### src/rtl/vga_out.sv
// rtl/vga_out.sv - VGA raster timing generator with registered colour and sync outputs
// Counters give x/y for the colour mapper; outputs lag x/y by one pixel.
module vga_out #(
    parameter int H_ACTIVE = 640,
    parameter int H_FP     = 16,
    parameter int H_SYNC   = 96,
    parameter int H_BP     = 48,
    parameter int V_ACTIVE = 480,
    parameter int V_FP     = 10,
    parameter int V_SYNC   = 2,
    parameter int V_BP     = 33,
    parameter int SYNC_POL = 0
) (
    input  logic       clk,
    input  logic       rst,
    input  logic       pix_en,
    input  logic [7:0] r_in,
    input  logic [7:0] g_in,
    input  logic [7:0] b_in,
    output logic [9:0] x,
    output logic [9:0] y,
    output logic       active,
    output logic       hsync,
    output logic       vsync,
    output logic [7:0] r_out,
    output logic [7:0] g_out,
    output logic [7:0] b_out,
    output logic       frame_start
);
    localparam int   H_TOTAL = H_ACTIVE + H_FP + H_SYNC + H_BP;
    localparam int   V_TOTAL = V_ACTIVE + V_FP + V_SYNC + V_BP;
    localparam logic POL     = (SYNC_POL != 0);

    logic [9:0]  hc_q, hc_d;
    logic [9:0]  vc_q, vc_d;
    logic [23:0] rgb_q;
    logic        hsync_q, vsync_q, frame_start_q;
    logic        hs_win, vs_win;

    always_comb begin
        hc_d = hc_q;
        vc_d = vc_q;
        if (pix_en) begin
            if (hc_q == 10'(H_TOTAL - 1)) begin
                hc_d = '0;
                vc_d = (vc_q == 10'(V_TOTAL - 1)) ? '0 : vc_q + 10'd1;
            end else begin
                hc_d = hc_q + 10'd1;
            end
        end
    end

    assign active = (hc_q < 10'(H_ACTIVE)) && (vc_q < 10'(V_ACTIVE));
    assign hs_win = (hc_q >= 10'(H_ACTIVE + H_FP)) && (hc_q < 10'(H_ACTIVE + H_FP + H_SYNC));
    assign vs_win = (vc_q >= 10'(V_ACTIVE + V_FP)) && (vc_q < 10'(V_ACTIVE + V_FP + V_SYNC));

    always_ff @(posedge clk) begin
        if (rst) begin
            hc_q          <= '0;
            vc_q          <= '0;
            rgb_q         <= '0;
            hsync_q       <= ~POL;
            vsync_q       <= ~POL;
            frame_start_q <= 1'b0;
        end else begin
            hc_q          <= hc_d;
            vc_q          <= vc_d;
            // Pulse lasts one clk even when pix_en is a sparse strobe.
            frame_start_q <= pix_en && (hc_q == '0) && (vc_q == '0);
            if (pix_en) begin
                rgb_q   <= active ? {r_in, g_in, b_in} : 24'h0;
                hsync_q <= hs_win ? POL : ~POL;
                vsync_q <= vs_win ? POL : ~POL;
            end
        end
    end

    assign x           = hc_q;
    assign y           = vc_q;
    assign hsync       = hsync_q;
    assign vsync       = vsync_q;
    assign r_out       = rgb_q[23:16];
    assign g_out       = rgb_q[15:8];
    assign b_out       = rgb_q[7:0];
    assign frame_start = frame_start_q;
endmodule
### config.mk
export PLATFORM = sky130hd
export DESIGN_NAME = vga_out
export DESIGN_NICKNAME = d
export VERILOG_FILES = /design/src/rtl/vga_out.sv
export SDC_FILE = /design/constraint.sdc
export NUM_CORES = 1
export LEC_CHECK = 0
export CORE_MARGIN = 2
export CORE_UTILIZATION = 40
export DETAILED_ROUTE_END_ITERATION = 6
export HOLD_SLACK_MARGIN = 0.05
export PLACE_DENSITY_LB_ADDON = 0.08
export SLEW_MARGIN = 20
export SYNTH_ARGS = -nofsm -noshare
export SYNTH_HDL_FRONTEND = slang
export SYNTH_SLANG_ARGS = --single-unit
### constraint.sdc
create_clock -name clk -period 2 [get_ports clk]
set_clock_uncertainty 0.1 [all_clocks]
set_input_delay 0.4 -clock clk [delete_from_list [all_inputs] [get_ports clk]]
set_output_delay 0.4 -clock clk [all_outputs]
set_load 0.02 [all_outputs]
* Word level (Yosys, flattened, before mapping)
Cells that the tools add are included.
** Word-level totals
- Memories kept :: 0
- Latch bits :: 0
- Output and inout port bits :: 48
- Bits in registers :: 47
- Word-level logic and storage cells :: 29
- Bits in writable memories :: 0
- Bits in read-only memories :: 0
- Input bits :: 27
** Cells by class
- Mux-type cells :: 5
- Divide/modulo/power cells :: 0
- Shift operators :: 0
- Bitwise operators :: 0
- $mul :: 0
- $add $sub $neg :: 2
- Equality and inequality tests :: 2
- $lt $le $gt $ge :: 6
- Reduce and logical (&&, ||, !) cells :: 8
** Operator list (count)
- 2-to-1 mux 24 bit :: 1
- adder 10 x 1 -> 10 bit, second input constant :: 2
- equality test 10 bit, second input constant :: 2
- zero test 10 bit :: 2
- less-than comparator 10 bit, second input constant :: 2
- less-than comparator 10 x 9 -> 1 bit, second input constant :: 2
- 2-to-1 mux 10 bit :: 2
- >= comparator 10 bit, second input constant :: 1
- >= comparator 10 x 9 -> 1 bit, second input constant :: 1
- logical AND 1 bit :: 5
- 2-to-1 mux 1 bit :: 2
- AND reduction 2 bit :: 1

* Logic depth before layout (Yosys ltp)
- Word-level depth :: 3
- Gate-level depth with buffers :: 7
- Gate-level depth less buffers :: 5

* Least setup slack after synthesis
OpenSTA, ideal clock, no wires.
- Path kind :: register -> register
- From :: register hc_q[0] (netlist: x[0])
- To :: register vc_q[9] (netlist: y[9])
- Library setup time :: 0.070 ns
- Arrival time :: 1.560 ns
- Stages on the path, launching flop included :: 7
- Setup slack :: 0.271 ns
- Period minus slack after synthesis :: 1.729 ns
- Required time :: 1.830 ns
- Buffers on the path :: 1
- Cells stage by stage :: dfxtp_1 > ha_1 > and4_1 > buf_4 > nand4_2 > or3_1 > a21oi_1
** On the way
- Cells in the longest elaborated chain, start to end :: 2
** RTL lines
- start: declaration :: RTL line 34 : logic [9:0] hc_q, hc_d;
- start signal: assignment :: RTL line 59 : hc_q <= '0;
- start signal: assignment :: RTL line 66 : hc_q <= hc_d;
- equality test 10 bit :: RTL line 44 : if (hc_q == 10'(H_TOTAL - 1)) begin
- AND reduction 2 bit (no source line)
- end signal: assignment :: RTL line 67 : vc_q <= vc_d;
- end: declaration :: RTL line 35 : logic [9:0] vc_q, vc_d;
Every way passes these cells.
A chain may end at the register's enable or synchronous reset.

* Worst setup path in the final report
- From :: register vc_q[4] (netlist: y[4])
- To :: output y[4]
** RTL lines
- end: declaration :: RTL line 21 : output logic [9:0] y,
No word-level cell between the ends.

==> run metrics <==
outcome=completed; peak supply drop=0.000418 V; Starting DRT DRC Count=51; synth unique cells=37; clock root buffer=clkbuf_8; Reg clk slew, reported paths=90 ps; clock latency on the worst-skew pair=300 ps; maxcap violations=0; Clock Power Share=35.6%; Syn Nets=218; # DRC=0; Min-Delay Path Class=register to register; IO Count=75; Slew @ Worst Pin=423 ps; met3 Use GR=4.53%; Final Critical Period=1950 ps; core area=4690 sq um; crit path from=y[4]; Hold WS=375 ps; post-CTS setup repair buffer count=0; FMAX=512 MHz; clk sink count=47; cts bufs inserted=5; routed vias/inst=5.16; first-pass GRT wire length=7.22 mm; CP Cell Sequence=clkdlybuf4s50_1; synthesized area per cell=10.4 sq um; Logic pwr share=13.2%; Final Hold Fails=0; Starting Density=41.3%; sequential share of the synthesized area=48.6%; nets@finish=306; reg-to-reg startpoint=x[0]; Worst slew margin=71.8%; hold_buf cts=0; IO Port Bufs=74; initial antenna violation count=0; # fillers=424; Final Cycle Share=97.7%; total track usage=17.4%; number of synthesized flops with an enable pin=0; fraction of layout cells with a size suffix above 1=14.9%; CP required=1500 ps; count leader, synth=dfxtp_1; Setup crit start kind=register; Post-Syn Instances=187; WL/cell=14.1 microns; sw frac=22.9%; Die W=73.6 microns; pin count of the biggest net entering global routing=25; most frequent cells after synthesis=dfxtp_1, a22o_1, nor2_1; CP max-delay cell=clkdlybuf4s50_1; leak pwr=0.00114 uW; antenna-violating nets left=0; global route hottest layer=met2; top cell family by delay on the critical path=buffers and inverters; Via Count=1702; leading area contributor after synthesis=dfxtp_1; met2 usage in global routing=27.0%; cell row count=25; P_sw=443 uW; Seq cells post-synth=47; Seq pwr share=51.2%; crit-path max FO=6; hpwl dp=3.30 mm; n_diodes=0; register area=941 sq um; yosys warns=0; Multi-input gate area=892 sq um; critical path capture point type=output port; Post-Syn Area=1940 sq um; Synth top area share=48.6%; pwr dens=659 nW/um^2; Critical Path Max Stage Delay=660 ps; die area=5410 sq um; clock buffer depth=2; Setup CP Type=register to output port; Layout area overhead=51.4%; CTS H-tree lvls=2; CTS tree=done; HP Start=rgb_q[8]; vias in the first global route=1545; Post-Route WL=4.64 mm; total grt overflow=0; asr flop ratio synth=0%; Arrival @ worst endpoint=1450 ps; Final Core Density=62.5%; Worst Path Buf+Inv=1; RSZ-0062 raised after global routing=no; GPL Wtd Cong=0.749; Main synth FF type=dfxtp_1; Internal=1490 uW; GRT met1 Usage=22.5%; Setup Viol. Count Final=0; drt pass-1 iters=4; Die H=73.6 microns; Final Max Slew Viols=0; top cells by area, synth=dfxtp_1, a22o_1, xor2_1, nor2_1, ha_1
## area by class of cell
class | instances | share of cell area (%)
timing repair buffer | 92 | 30.7
multi-input combinational | 124 | 30.4
inverter | 5 | 0.640
clock buffer | 5 | 2.35
clock inverter | 3 | 1.49
sequential | 47 | 32.1
tap | 54 | 2.30
## power groups by stage
| stage | registers, uW | logic [uW] | clock network (uW) |
|---|---|---|---|
| after CTS | 989 | 258 | 710 |
| after global routing | 994 | 274 | 735 |
| after global placement | 1010 | 256 | 0 |
| after floorplan | 1050 | 75.0 | 0 |
| final | 989 | 256 | 688 |
| after detailed placement | 1010 | 257 | 0 |
## cell usage in the layout, fill, tap and decap left out, types with 5 or more instances in the layout
master,Yosys,routed
xnor2_1,5,5
clkdlybuf4s50_1,0,73
nand2_1,5,5
dfxtp_1,47,47
nor2_2,6,6
and3_1,6,6
nor2_1,14,14
xor2_1,9,9
buf_4,3,16
a22o_1,24,24
a21oi_1,6,6
clkbuf_8,0,5
nand4_1,5,5
inv_1,5,5
## registers in the layout, summed over array words and instances (netlist names)
register and cells:
frame_start 1, hsync 1, rgb_q 24, vsync 1, x 10, y 10
## final timing paths
check,to,slack [ps],cells after the start
setup reg to reg,x[7],180,6
hold / removal,rgb_q[8],380,1
hold reg to reg,rgb_q[8],380,1
setup / recovery,y[4],50,1
## cells by family (layout without fill, tap and decap cells)
family | Yosys count | count (layout) | synth area share [%]
xor gates and xnor gates | 14 | 14 | 6.33
DFF | 47 | 47 | 48.6
buffers and inverters | 16 | 105 | 5.36
AOI/OAI and AO/OA | 36 | 36 | 14.2
and+or+nand+nor | 68 | 68 | 21.9
muxes | 2 | 2 | 1.03
adders and majority gates | 4 | 4 | 2.58
## repair_timing
| item | in CTS | in global routing |
|---|---|---|
| endpoints found under the setup margin | 1 | 1 |
| hold endpoints to repair | 0 | 0 |
| gates resized for setup | 1 | 1 |
## metal layers
layer,wire [microns],part of all wire [%],vias to the layer above
li1,-,-,853
met1,2230,48,786
met2,2000,43,55
met3,325,7.0,8
met4,80,1.7,0
met5,0,0,-
## stage by stage
| stage | cell area, sq um | instances | power [uW] | worst slack [ps] | TNS [ps] |
|---|---|---|---|---|---|
| after floorplan | 1940 | 187 | 1130 | 271 | 0 |
| after global placement | 2820 | 322 | 1270 | -54.2 | -352 |
| after detailed placement | 2820 | 322 | 1270 | -73.7 | -462 |
| after CTS | 2930 | 330 | 1960 | 49.7 | 0 |
| after global routing | 2930 | 330 | 2000 | 23.4 | 0 |
| final | 2930 | 330 | 1930 | 45.7 | 0 |
(Power assumes the default switching activity.)
